<file path="src/rtl/mem_wb_nway_pkg.sv">
// ---------------------------------------------------------------------------
// mem_wb_nway_pkg
//   Shared CPU definitions for the MEM/WB stage:
//   - stall-vector bit positions (STALL_MEM, STALL_WB) and vector width
//   - default datapath widths (DATA_W, REG_AW)
//   - NOP constants driven into the stage when a bubble is inserted
//   - the per-edge action of the stage register and a helper that decodes it
// ---------------------------------------------------------------------------
package mem_wb_nway_pkg;

    localparam int STALL_W    = 6;
    localparam int STALL_MEM  = 4;   // stall bit for the MEM/WB register itself
    localparam int STALL_WB   = 5;   // stall bit for the downstream WB stage

    localparam int DEF_DATA_W = 32;
    localparam int DEF_REG_AW = 5;

    // A bubble is a write-nothing instruction: all enables low.
    localparam logic NOP_EN  = 1'b0;
    localparam logic NOP_BIT = 1'b0;

    typedef enum logic [1:0] {
        ACT_LOAD   = 2'd0,
        ACT_HOLD   = 2'd1,
        ACT_BUBBLE = 2'd2
    } stage_act_e;

    // Priority: flush > bubble > hold > load.
    // A stalled MEM with a running WB must not let WB re-execute the old
    // bundle, so it gets a bubble; if WB is stalled too, everything holds.
    function automatic stage_act_e stage_action(input logic flush,
                                                input logic stall_mem,
                                                input logic stall_wb);
        stage_act_e act;
        if (flush) begin
            act = ACT_BUBBLE;
        end else if (stall_mem && !stall_wb) begin
            act = ACT_BUBBLE;
        end else if (stall_mem) begin
            act = ACT_HOLD;
        end else begin
            act = ACT_LOAD;
        end
        return act;
    endfunction

endpackage

</file>
<file path="src/rtl/mem_wb_lane_merge.sv">
// ---------------------------------------------------------------------------
// mem_wb_lane_merge
//   Combinational front end of the MEM/WB register. Qualifies each lane by
//   its valid bit, resolves same-cycle GPR write collisions (younger lane
//   wins) and merges the HI/LO and LL-bit requests into single requests.
// Ports
//   valid_i        lane carries a real instruction (lane 0 = oldest)
//   wd_i/wreg_i/wdata_i          per-lane GPR write request
//   whilo_i/hi_i/lo_i            per-lane HI/LO write request
//   llbit_we_i/llbit_value_i     per-lane LL-bit write request
//   wd_o/wdata_o   qualified dest reg / data (0 for invalid lanes)
//   wreg_o         qualified, collision-resolved GPR write enable
//   whilo_o/hi_o/lo_o            merged HI/LO request
//   llbit_we_o/llbit_value_o     merged LL-bit request
// ---------------------------------------------------------------------------
module mem_wb_lane_merge
    import mem_wb_nway_pkg::*;
#(
    parameter int LANES  = 2,
    parameter int DATA_W = DEF_DATA_W,
    parameter int REG_AW = DEF_REG_AW
) (
    input  logic [LANES-1:0]        valid_i,
    input  logic [LANES*REG_AW-1:0] wd_i,
    input  logic [LANES-1:0]        wreg_i,
    input  logic [LANES*DATA_W-1:0] wdata_i,
    input  logic [LANES-1:0]        whilo_i,
    input  logic [LANES*DATA_W-1:0] hi_i,
    input  logic [LANES*DATA_W-1:0] lo_i,
    input  logic [LANES-1:0]        llbit_we_i,
    input  logic [LANES-1:0]        llbit_value_i,
    output logic [LANES*REG_AW-1:0] wd_o,
    output logic [LANES-1:0]        wreg_o,
    output logic [LANES*DATA_W-1:0] wdata_o,
    output logic                    whilo_o,
    output logic [DATA_W-1:0]       hi_o,
    output logic [DATA_W-1:0]       lo_o,
    output logic                    llbit_we_o,
    output logic                    llbit_value_o
);

    logic [REG_AW-1:0] q_wd [LANES];
    logic [LANES-1:0]  q_wreg;
    logic [LANES-1:0]  q_whilo;
    logic [LANES-1:0]  q_llwe;

    for (genvar gi = 0; gi < LANES; gi++) begin : g_lane
        logic superseded;

        assign q_wd[gi]    = valid_i[gi] ? wd_i[gi*REG_AW +: REG_AW] : '0;
        assign q_wreg[gi]  = valid_i[gi] & wreg_i[gi];
        assign q_whilo[gi] = valid_i[gi] & whilo_i[gi];
        assign q_llwe[gi]  = valid_i[gi] & llbit_we_i[gi];

        assign wd_o[gi*REG_AW +: REG_AW]    = q_wd[gi];
        assign wdata_o[gi*DATA_W +: DATA_W] = valid_i[gi] ? wdata_i[gi*DATA_W +: DATA_W] : '0;

        // A younger lane writing the same register makes this write dead.
        always_comb begin
            superseded = 1'b0;
            for (int j = gi + 1; j < LANES; j++) begin
                if (q_wreg[j] && (q_wd[j] == q_wd[gi])) begin
                    superseded = 1'b1;
                end
            end
        end

        // $zero writes are left alone; the register file discards them.
        assign wreg_o[gi] = q_wreg[gi] & ~(superseded & (q_wd[gi] != '0));
    end

    assign whilo_o    = |q_whilo;
    assign llbit_we_o = |q_llwe;

    // Ascending scan: the last (youngest) requesting lane overwrites older ones.
    always_comb begin
        hi_o          = '0;
        lo_o          = '0;
        llbit_value_o = NOP_BIT;
        for (int i = 0; i < LANES; i++) begin
            if (q_whilo[i]) begin
                hi_o = hi_i[i*DATA_W +: DATA_W];
                lo_o = lo_i[i*DATA_W +: DATA_W];
            end
            if (q_llwe[i]) begin
                llbit_value_o = llbit_value_i[i];
            end
        end
    end

endmodule

</file>
<file path="src/rtl/mem_wb_nway.sv">
// ---------------------------------------------------------------------------
// mem_wb_nway
//   MEM/WB pipeline register for a LANES-wide issue core, with per-lane
//   valid, flush, collision resolution (via mem_wb_lane_merge) and a
//   retired-instruction counter. LANES=1 gives the single-issue stage.
// Ports
//   clk_i              rising-edge clock
//   rst_ni             asynchronous reset, active-low
//   stall_i[5:0]       stall vector; bit 4 = this stage, bit 5 = WB
//   flush_i            squash the incoming bundle
//   mem_*_i            per-lane requests from MEM (lane i at slice i)
//   wb_valid_o         registered lane valid
//   wb_wd_o/wb_wreg_o/wb_wdata_o     registered GPR write per lane
//   wb_whilo_o/wb_hi_o/wb_lo_o       merged HI/LO write
//   wb_llbit_we_o/wb_llbit_value_o   merged LL-bit write
//   retire_cnt_o       instructions retired since reset (wraps)
// ---------------------------------------------------------------------------
module mem_wb_nway
    import mem_wb_nway_pkg::*;
#(
    parameter int LANES  = 2,
    parameter int DATA_W = DEF_DATA_W,
    parameter int REG_AW = DEF_REG_AW,
    parameter int CNT_W  = 32
) (
    input  logic                    clk_i,
    input  logic                    rst_ni,
    input  logic [STALL_W-1:0]      stall_i,
    input  logic                    flush_i,
    input  logic [LANES-1:0]        mem_valid_i,
    input  logic [LANES*REG_AW-1:0] mem_wd_i,
    input  logic [LANES-1:0]        mem_wreg_i,
    input  logic [LANES*DATA_W-1:0] mem_wdata_i,
    input  logic [LANES-1:0]        mem_whilo_i,
    input  logic [LANES*DATA_W-1:0] mem_hi_i,
    input  logic [LANES*DATA_W-1:0] mem_lo_i,
    input  logic [LANES-1:0]        mem_llbit_we_i,
    input  logic [LANES-1:0]        mem_llbit_value_i,
    output logic [LANES-1:0]        wb_valid_o,
    output logic [LANES*REG_AW-1:0] wb_wd_o,
    output logic [LANES-1:0]        wb_wreg_o,
    output logic [LANES*DATA_W-1:0] wb_wdata_o,
    output logic                    wb_whilo_o,
    output logic [DATA_W-1:0]       wb_hi_o,
    output logic [DATA_W-1:0]       wb_lo_o,
    output logic                    wb_llbit_we_o,
    output logic                    wb_llbit_value_o,
    output logic [CNT_W-1:0]        retire_cnt_o
);

    // Only the MEM and WB stall bits matter to this stage.
    logic unused_stall_bits;
    assign unused_stall_bits = ^stall_i[STALL_MEM-1:0];

    // ---------------- combinational merge ----------------
    logic [LANES*REG_AW-1:0] m_wd;
    logic [LANES-1:0]        m_wreg;
    logic [LANES*DATA_W-1:0] m_wdata;
    logic                    m_whilo;
    logic [DATA_W-1:0]       m_hi;
    logic [DATA_W-1:0]       m_lo;
    logic                    m_llwe;
    logic                    m_llval;

    mem_wb_lane_merge #(
        .LANES  (LANES),
        .DATA_W (DATA_W),
        .REG_AW (REG_AW)
    ) u_merge (
        .valid_i       (mem_valid_i),
        .wd_i          (mem_wd_i),
        .wreg_i        (mem_wreg_i),
        .wdata_i       (mem_wdata_i),
        .whilo_i       (mem_whilo_i),
        .hi_i          (mem_hi_i),
        .lo_i          (mem_lo_i),
        .llbit_we_i    (mem_llbit_we_i),
        .llbit_value_i (mem_llbit_value_i),
        .wd_o          (m_wd),
        .wreg_o        (m_wreg),
        .wdata_o       (m_wdata),
        .whilo_o       (m_whilo),
        .hi_o          (m_hi),
        .lo_o          (m_lo),
        .llbit_we_o    (m_llwe),
        .llbit_value_o (m_llval)
    );

    // ---------------- stage registers ----------------
    logic [LANES-1:0]        valid_q,  valid_d;
    logic [LANES*REG_AW-1:0] wd_q,     wd_d;
    logic [LANES-1:0]        wreg_q,   wreg_d;
    logic [LANES*DATA_W-1:0] wdata_q,  wdata_d;
    logic                    whilo_q,  whilo_d;
    logic [DATA_W-1:0]       hi_q,     hi_d;
    logic [DATA_W-1:0]       lo_q,     lo_d;
    logic                    llwe_q,   llwe_d;
    logic                    llval_q,  llval_d;
    logic [CNT_W-1:0]        cnt_q,    cnt_d;

    stage_act_e       act;
    logic [LANES-1:0] retire_mask;
    logic [CNT_W-1:0] retire_inc;

    // Flush already forces a bubble, so this mask only matters defensively.
    assign retire_mask = mem_valid_i & ~{LANES{flush_i}};

    always_comb begin
        act = stage_action(flush_i, stall_i[STALL_MEM], stall_i[STALL_WB]);

        retire_inc = '0;
        for (int i = 0; i < LANES; i++) begin
            retire_inc = retire_inc + CNT_W'(retire_mask[i]);
        end

        valid_d = valid_q;
        wd_d    = wd_q;
        wreg_d  = wreg_q;
        wdata_d = wdata_q;
        whilo_d = whilo_q;
        hi_d    = hi_q;
        lo_d    = lo_q;
        llwe_d  = llwe_q;
        llval_d = llval_q;
        cnt_d   = cnt_q;

        case (act)
            ACT_LOAD: begin
                valid_d = mem_valid_i;
                wd_d    = m_wd;
                wreg_d  = m_wreg;
                wdata_d = m_wdata;
                whilo_d = m_whilo;
                hi_d    = m_hi;
                lo_d    = m_lo;
                llwe_d  = m_llwe;
                llval_d = m_llval;
                cnt_d   = cnt_q + retire_inc;   // wraps modulo 2^CNT_W
            end
            ACT_BUBBLE: begin
                valid_d = '0;
                wd_d    = '0;
                wreg_d  = {LANES{NOP_EN}};
                wdata_d = '0;
                whilo_d = NOP_EN;
                hi_d    = '0;
                lo_d    = '0;
                llwe_d  = NOP_EN;
                llval_d = NOP_BIT;
            end
            default: begin
                // ACT_HOLD: keep everything
            end
        endcase
    end

    always_ff @(posedge clk_i or negedge rst_ni) begin
        if (!rst_ni) begin
            valid_q <= '0;
            wd_q    <= '0;
            wreg_q  <= '0;
            wdata_q <= '0;
            whilo_q <= 1'b0;
            hi_q    <= '0;
            lo_q    <= '0;
            llwe_q  <= 1'b0;
            llval_q <= 1'b0;
            cnt_q   <= '0;
        end else begin
            valid_q <= valid_d;
            wd_q    <= wd_d;
            wreg_q  <= wreg_d;
            wdata_q <= wdata_d;
            whilo_q <= whilo_d;
            hi_q    <= hi_d;
            lo_q    <= lo_d;
            llwe_q  <= llwe_d;
            llval_q <= llval_d;
            cnt_q   <= cnt_d;
        end
    end

    assign wb_valid_o       = valid_q;
    assign wb_wd_o          = wd_q;
    assign wb_wreg_o        = wreg_q;
    assign wb_wdata_o       = wdata_q;
    assign wb_whilo_o       = whilo_q;
    assign wb_hi_o          = hi_q;
    assign wb_lo_o          = lo_q;
    assign wb_llbit_we_o    = llwe_q;
    assign wb_llbit_value_o = llval_q;
    assign retire_cnt_o     = cnt_q;

endmodule

</file>
<file path="config.mk">
export PLATFORM = sky130hd
export DESIGN_NAME = mem_wb_nway
export DESIGN_NICKNAME = d
export VERILOG_FILES = /design/src/rtl/mem_wb_nway_pkg.sv /design/src/rtl/mem_wb_lane_merge.sv /design/src/rtl/mem_wb_nway.sv
export SDC_FILE = /design/constraint.sdc
export NUM_CORES = 1
export LEC_CHECK = 0
export ABC_CLOCK_PERIOD_IN_PS = 2200
export CORE_AREA = 2 2 154 156
export CTS_BUF_LIST = sky130_fd_sc_hd__clkbuf_4
export DETAILED_ROUTE_END_ITERATION = 7
export DIE_AREA = 0 0 156 158
export GPL_TIMING_DRIVEN = 0
export HOLD_SLACK_MARGIN = 0.12
export PLACE_DENSITY = 0.78
export SLEW_MARGIN = 5
export SYNTH_ARGS = -nofsm -noshare
export SYNTH_HDL_FRONTEND = slang
export SYNTH_HIERARCHICAL = 1
export SYNTH_SLANG_ARGS = --single-unit
</file>
<file path="constraint.sdc">
create_clock -name clk_i -period 2.2 [get_ports clk_i]
set_input_delay 0.22 -clock clk_i [delete_from_list [all_inputs] [get_ports clk_i]]
set_output_delay 0.22 -clock clk_i [all_outputs]
set_load 0.02 [all_outputs]
</file>
==> results <==
-- metal layers --
layer / routed length [um] / vias up
met5: 0 / -
met2: 13000 / 281
met1: 11100 / 3451
li1: - / 3218
met4: 808 / 0
met3: 1630 / 55
-- registers in the layout, indices dropped and copies added (netlist names) --
| name | cells |
|---|---|
| retire_cnt_o | 32 |
| wb_wdata_o | 64 |
| wb_valid_o | 2 |
| wb_llbit_we_o | 1 |
| wb_lo_o | 32 |
| wb_wreg_o | 2 |
| wb_hi_o | 32 |
| wb_llbit_value_o | 1 |
| wb_wd_o | 10 |
| wb_whilo_o | 1 |
-- cells in the final DEF, fill, tap and decap left out, types with 2 or more instances in the layout --
cell type / n
a21oi_1: 3
a22o_1: 209
and2_1: 76
and3_2: 2
buf_2: 7
buf_4: 2
buf_6: 12
clkbuf_1: 33
clkbuf_4: 18
clkdlybuf4s50_1: 390
clkinvlp_4: 3
dfrtp_1: 177
dlygate4sd3_1: 2
inv_1: 6
inv_6: 4
inv_8: 2
mux2_2: 2
nand2_1: 18
nand3_1: 5
nand4_1: 7
nor2_1: 7
nor2b_2: 2
nor3_1: 5
nor3_2: 5
nor4_1: 2
nor4_2: 3
nor4_4: 2
o41ai_1: 2
or2_2: 2
xnor2_1: 17
xor2_1: 16
-- worst register-to-register path, stage by stage (launching register included) --
cell and delay [ns]:
dfrtp_1 0.42, fa_1 0.21, ha_1 0.20, nand4_1 0.12, or4_1 0.41, buf_4 0.19
nor3_2 0.17, xor2_1 0.16
-- how the worst max path moves through the flow --
| stage | startpoint | to | cells past startpoint |
|---|---|---|---|
| after floorplan | flush_i | retire_cnt_o[22] | 9 |
| after global placement | rst_ni | wb_hi_o[24] | 1 |
| after detailed placement | stall_i[4] | wb_wdata_o[42] | 6 |
| after CTS | mem_valid_i[1] | retire_cnt_o[22] | 9 |
| after global routing | flush_i | wb_wreg_o[0] | 6 |
| final | flush_i | wb_hi_o[31] | 6 |
-- cell type report --
| type | instances | area, um2 |
|---|---|---|
| well taps | 290 | 363 |
| repair buffers | 395 | 3980 |
| inverters | 6 | 22.5 |
| plain buffers | 56 | 318 |
| clock buffers | 18 | 135 |
| clock inverters | 13 | 128 |
| fillers | 1962 | 10400 |
| flip-flops and latches | 177 | 4430 |
| diodes | 1 | 2.50 |
| multi-input cells | 403 | 3240 |
-- cell usage after synthesis (2+ instances only) --
| library cell | instances |
|---|---|
| nor4_2 | 3 |
| nor4_4 | 2 |
| buf_4 | 2 |
| nand4_1 | 7 |
| nand2_1 | 18 |
| dfrtp_1 | 177 |
| buf_2 | 7 |
| clkbuf_1 | 34 |
| and3_2 | 2 |
| nand3_1 | 5 |
| a22o_1 | 209 |
| nor4_1 | 2 |
| nor3_1 | 5 |
| o41ai_1 | 2 |
| nor3_2 | 5 |
| xor2_1 | 16 |
| and2_1 | 76 |
| mux2_2 | 2 |
| or2_2 | 2 |
| xnor2_1 | 17 |
| nor2b_1 | 2 |
| a21oi_1 | 3 |
| nor2_1 | 8 |
| inv_1 | 6 |
| buf_6 | 12 |
-- where the power goes --
part,total (mW),switching [mW],internal (mW),leakage (nW)
registers,3.49,0.114,3.38,2.41
logic,1.43,0.636,0.795,2.99
clock network,1.80,1.20,0.593,0.137
-- per-stage QoR --
step	instance area [um2]	utilization	hold WS [ns]
after global placement	12300	0.533	0.457
after floorplan	8000	-	-0.0756
after CTS	12600	0.547	0.209
after global routing	12600	0.547	0.213
after detailed placement	12300	0.535	0.265
final	12600	0.547	0.217
-- kinds of logic after synthesis --
kind of cell	synth area share
buffers and inverters	0.0425
flip-flops	0.553
AO/OA/AOI/OAI	0.234
XOR/XNOR	0.0361
adder cells (fa/ha/maj)	0.00406
multiplexers	0.00406
AND/OR/NAND/NOR	0.126
-- timing repair --
item                                    CTS  global route
gates resized for setup                   1             4
endpoints found under the hold margin    88             0
hold buffers                              2             0
endpoints found under the setup margin   54             6
==> flow_summary_export.csv <==
group,metric,value,unit
timing,tns,0,ns
worst_setup_path,rr_worst_depth,7,
floorplanning,core-area,23100,um2
logic_synthesis,postSynthCellCount,642,
cells_and_area,nets,1279,
worst_setup_path,path_buf_inv,4,
route,drc,0,
global_route,busiest_layer,"met2",
hold_path,hp-class,"in -> async",
global_route,grtUsageMet3,0.0474,
floorplanning,start_util,0.347,
logic_synthesis,synth-warning-count,6,
global_route,grt_first_pass_wirelength,39500,um
global_route,grt_remaining_overflow,0,
clock_network,cts_setup_buffers,0,
timing,report.final.slew_viol_count,0,
timing,setup_viol,0,
global_route,use_met1,0.260,
timing,finalCriticalPeriod,2.15,ns
clock_network,cts.reportedPaths.clkPinSlew,0.17,ns
floorplanning,rows,56,
worst_setup_path,setup.worst_path.start_class,"primary input",
clock_network,clock_path_buffers,2,
timing,skew,0.0112,ns
logic_synthesis,yosys_most_used_dff,"dfrtp_1",
timing,finalHoldViolCount,0,
route,dr.pass1.iters,4,
timing,setup_slack,0.0505,ns
floorplanning,die_y,158,um
placement,dp.final_hpwl,20300,um
logic_synthesis,seq_area_frac_synth,0.553,
route,wl_per_cell,19.6,um
global_route,grt_util_all_layers,0.210,
pwr,ir_worst_vdd,0.000255,V
floorplanning,die_area,24600,um2
logic_synthesis,yosys.area.top_type_share,0.553,
logic_synthesis,syn_area_per_cell,12.5,um2
route,wirelength,26600,um
worst_setup_path,crit_required,2.67,ns
logic_synthesis,ys_types,43,
clock_network,htreeDepth,4,
timing,grt_setup_unrepaired,"true",
logic_synthesis,syn_area,8000,um2
cells_and_area,instances_no_fill,1359,
timing,slew_headroom,0.404,
worst_setup_path,cp_cell_sequence,"dlygate4sd3_1 > buf_2 > nor2_1 > buf_1 > clkbuf_1 > a22o_1",
worst_setup_path,timing.rr.end,"retire_cnt_o[22]",
worst_setup_path,slowest_stage,"buf_1",
route,viasPerCell,5.15,
cells_and_area,drive_gt1_frac,0.0758,
route,ant_nets,0,
placement,numPortBuffers,392,
timing,clock.fmax,0.465,GHz
route,vias,7005,
worst_setup_path,path_max_fanout,10,
global_route,antenna_found_initial,1,
cells_and_area,areaGrowthSynthToFinish,57.7,%
global_route,grt_max_degree,92,
logic_synthesis,syn-num-nets,865,
pwr,power.density,533,nW/um2
pwr,leakage,5.53,nW
logic_synthesis,synth.top_cells.by_area,"dfrtp_1, a22o_1, and2_1, xnor2_1, xor2_1",
worst_setup_path,crit_family,"buffers and inverters",
timing,worst_slew_pin_slew,0.894,ns
floorplanning,io_pins,398,
route,drt_iter0_drc,347,
floorplanning,die_w,156,um
placement,gp_congestion,0.827,
placement,dp.cells,1325,
logic_synthesis,async_flop_share,1.00,
worst_setup_path,arrival,2.62,ns
clock_network,clk_latency,0.54,ns
worst_setup_path,max_stage_delay,0.70,ns
clock_network,root_buffer,"clkbuf_4",
logic_synthesis,post-synth-top-area-cell,"dfrtp_1",
timing,fin_crit_sh,0.977,
worst_setup_path,r2r-start,"retire_cnt_o[0]",
clock_network,cts.sinks,177,
global_route,grt.met2_usage,0.359,
logic_synthesis,synth_seq_cells,177,
run,max-cap-violations,0,
placement,place_ws,-0.758,ns
clock_network,cts_buffers,17,
outcome,status,"finished, final reports clean",
logic_synthesis,synth_edf_count,0,
pwr,total_power,6.72,mW
clock_network,cts_tree,"built",
worst_setup_path,reg2reg_slack,0.26,ns
global_route,grt_pass1_vias,7176,
worst_setup_path,crit_path_end_kind,"register",
worst_setup_path,critPathKind,"in -> reg",
Note: power is estimated with default switching activity, not from simulation.
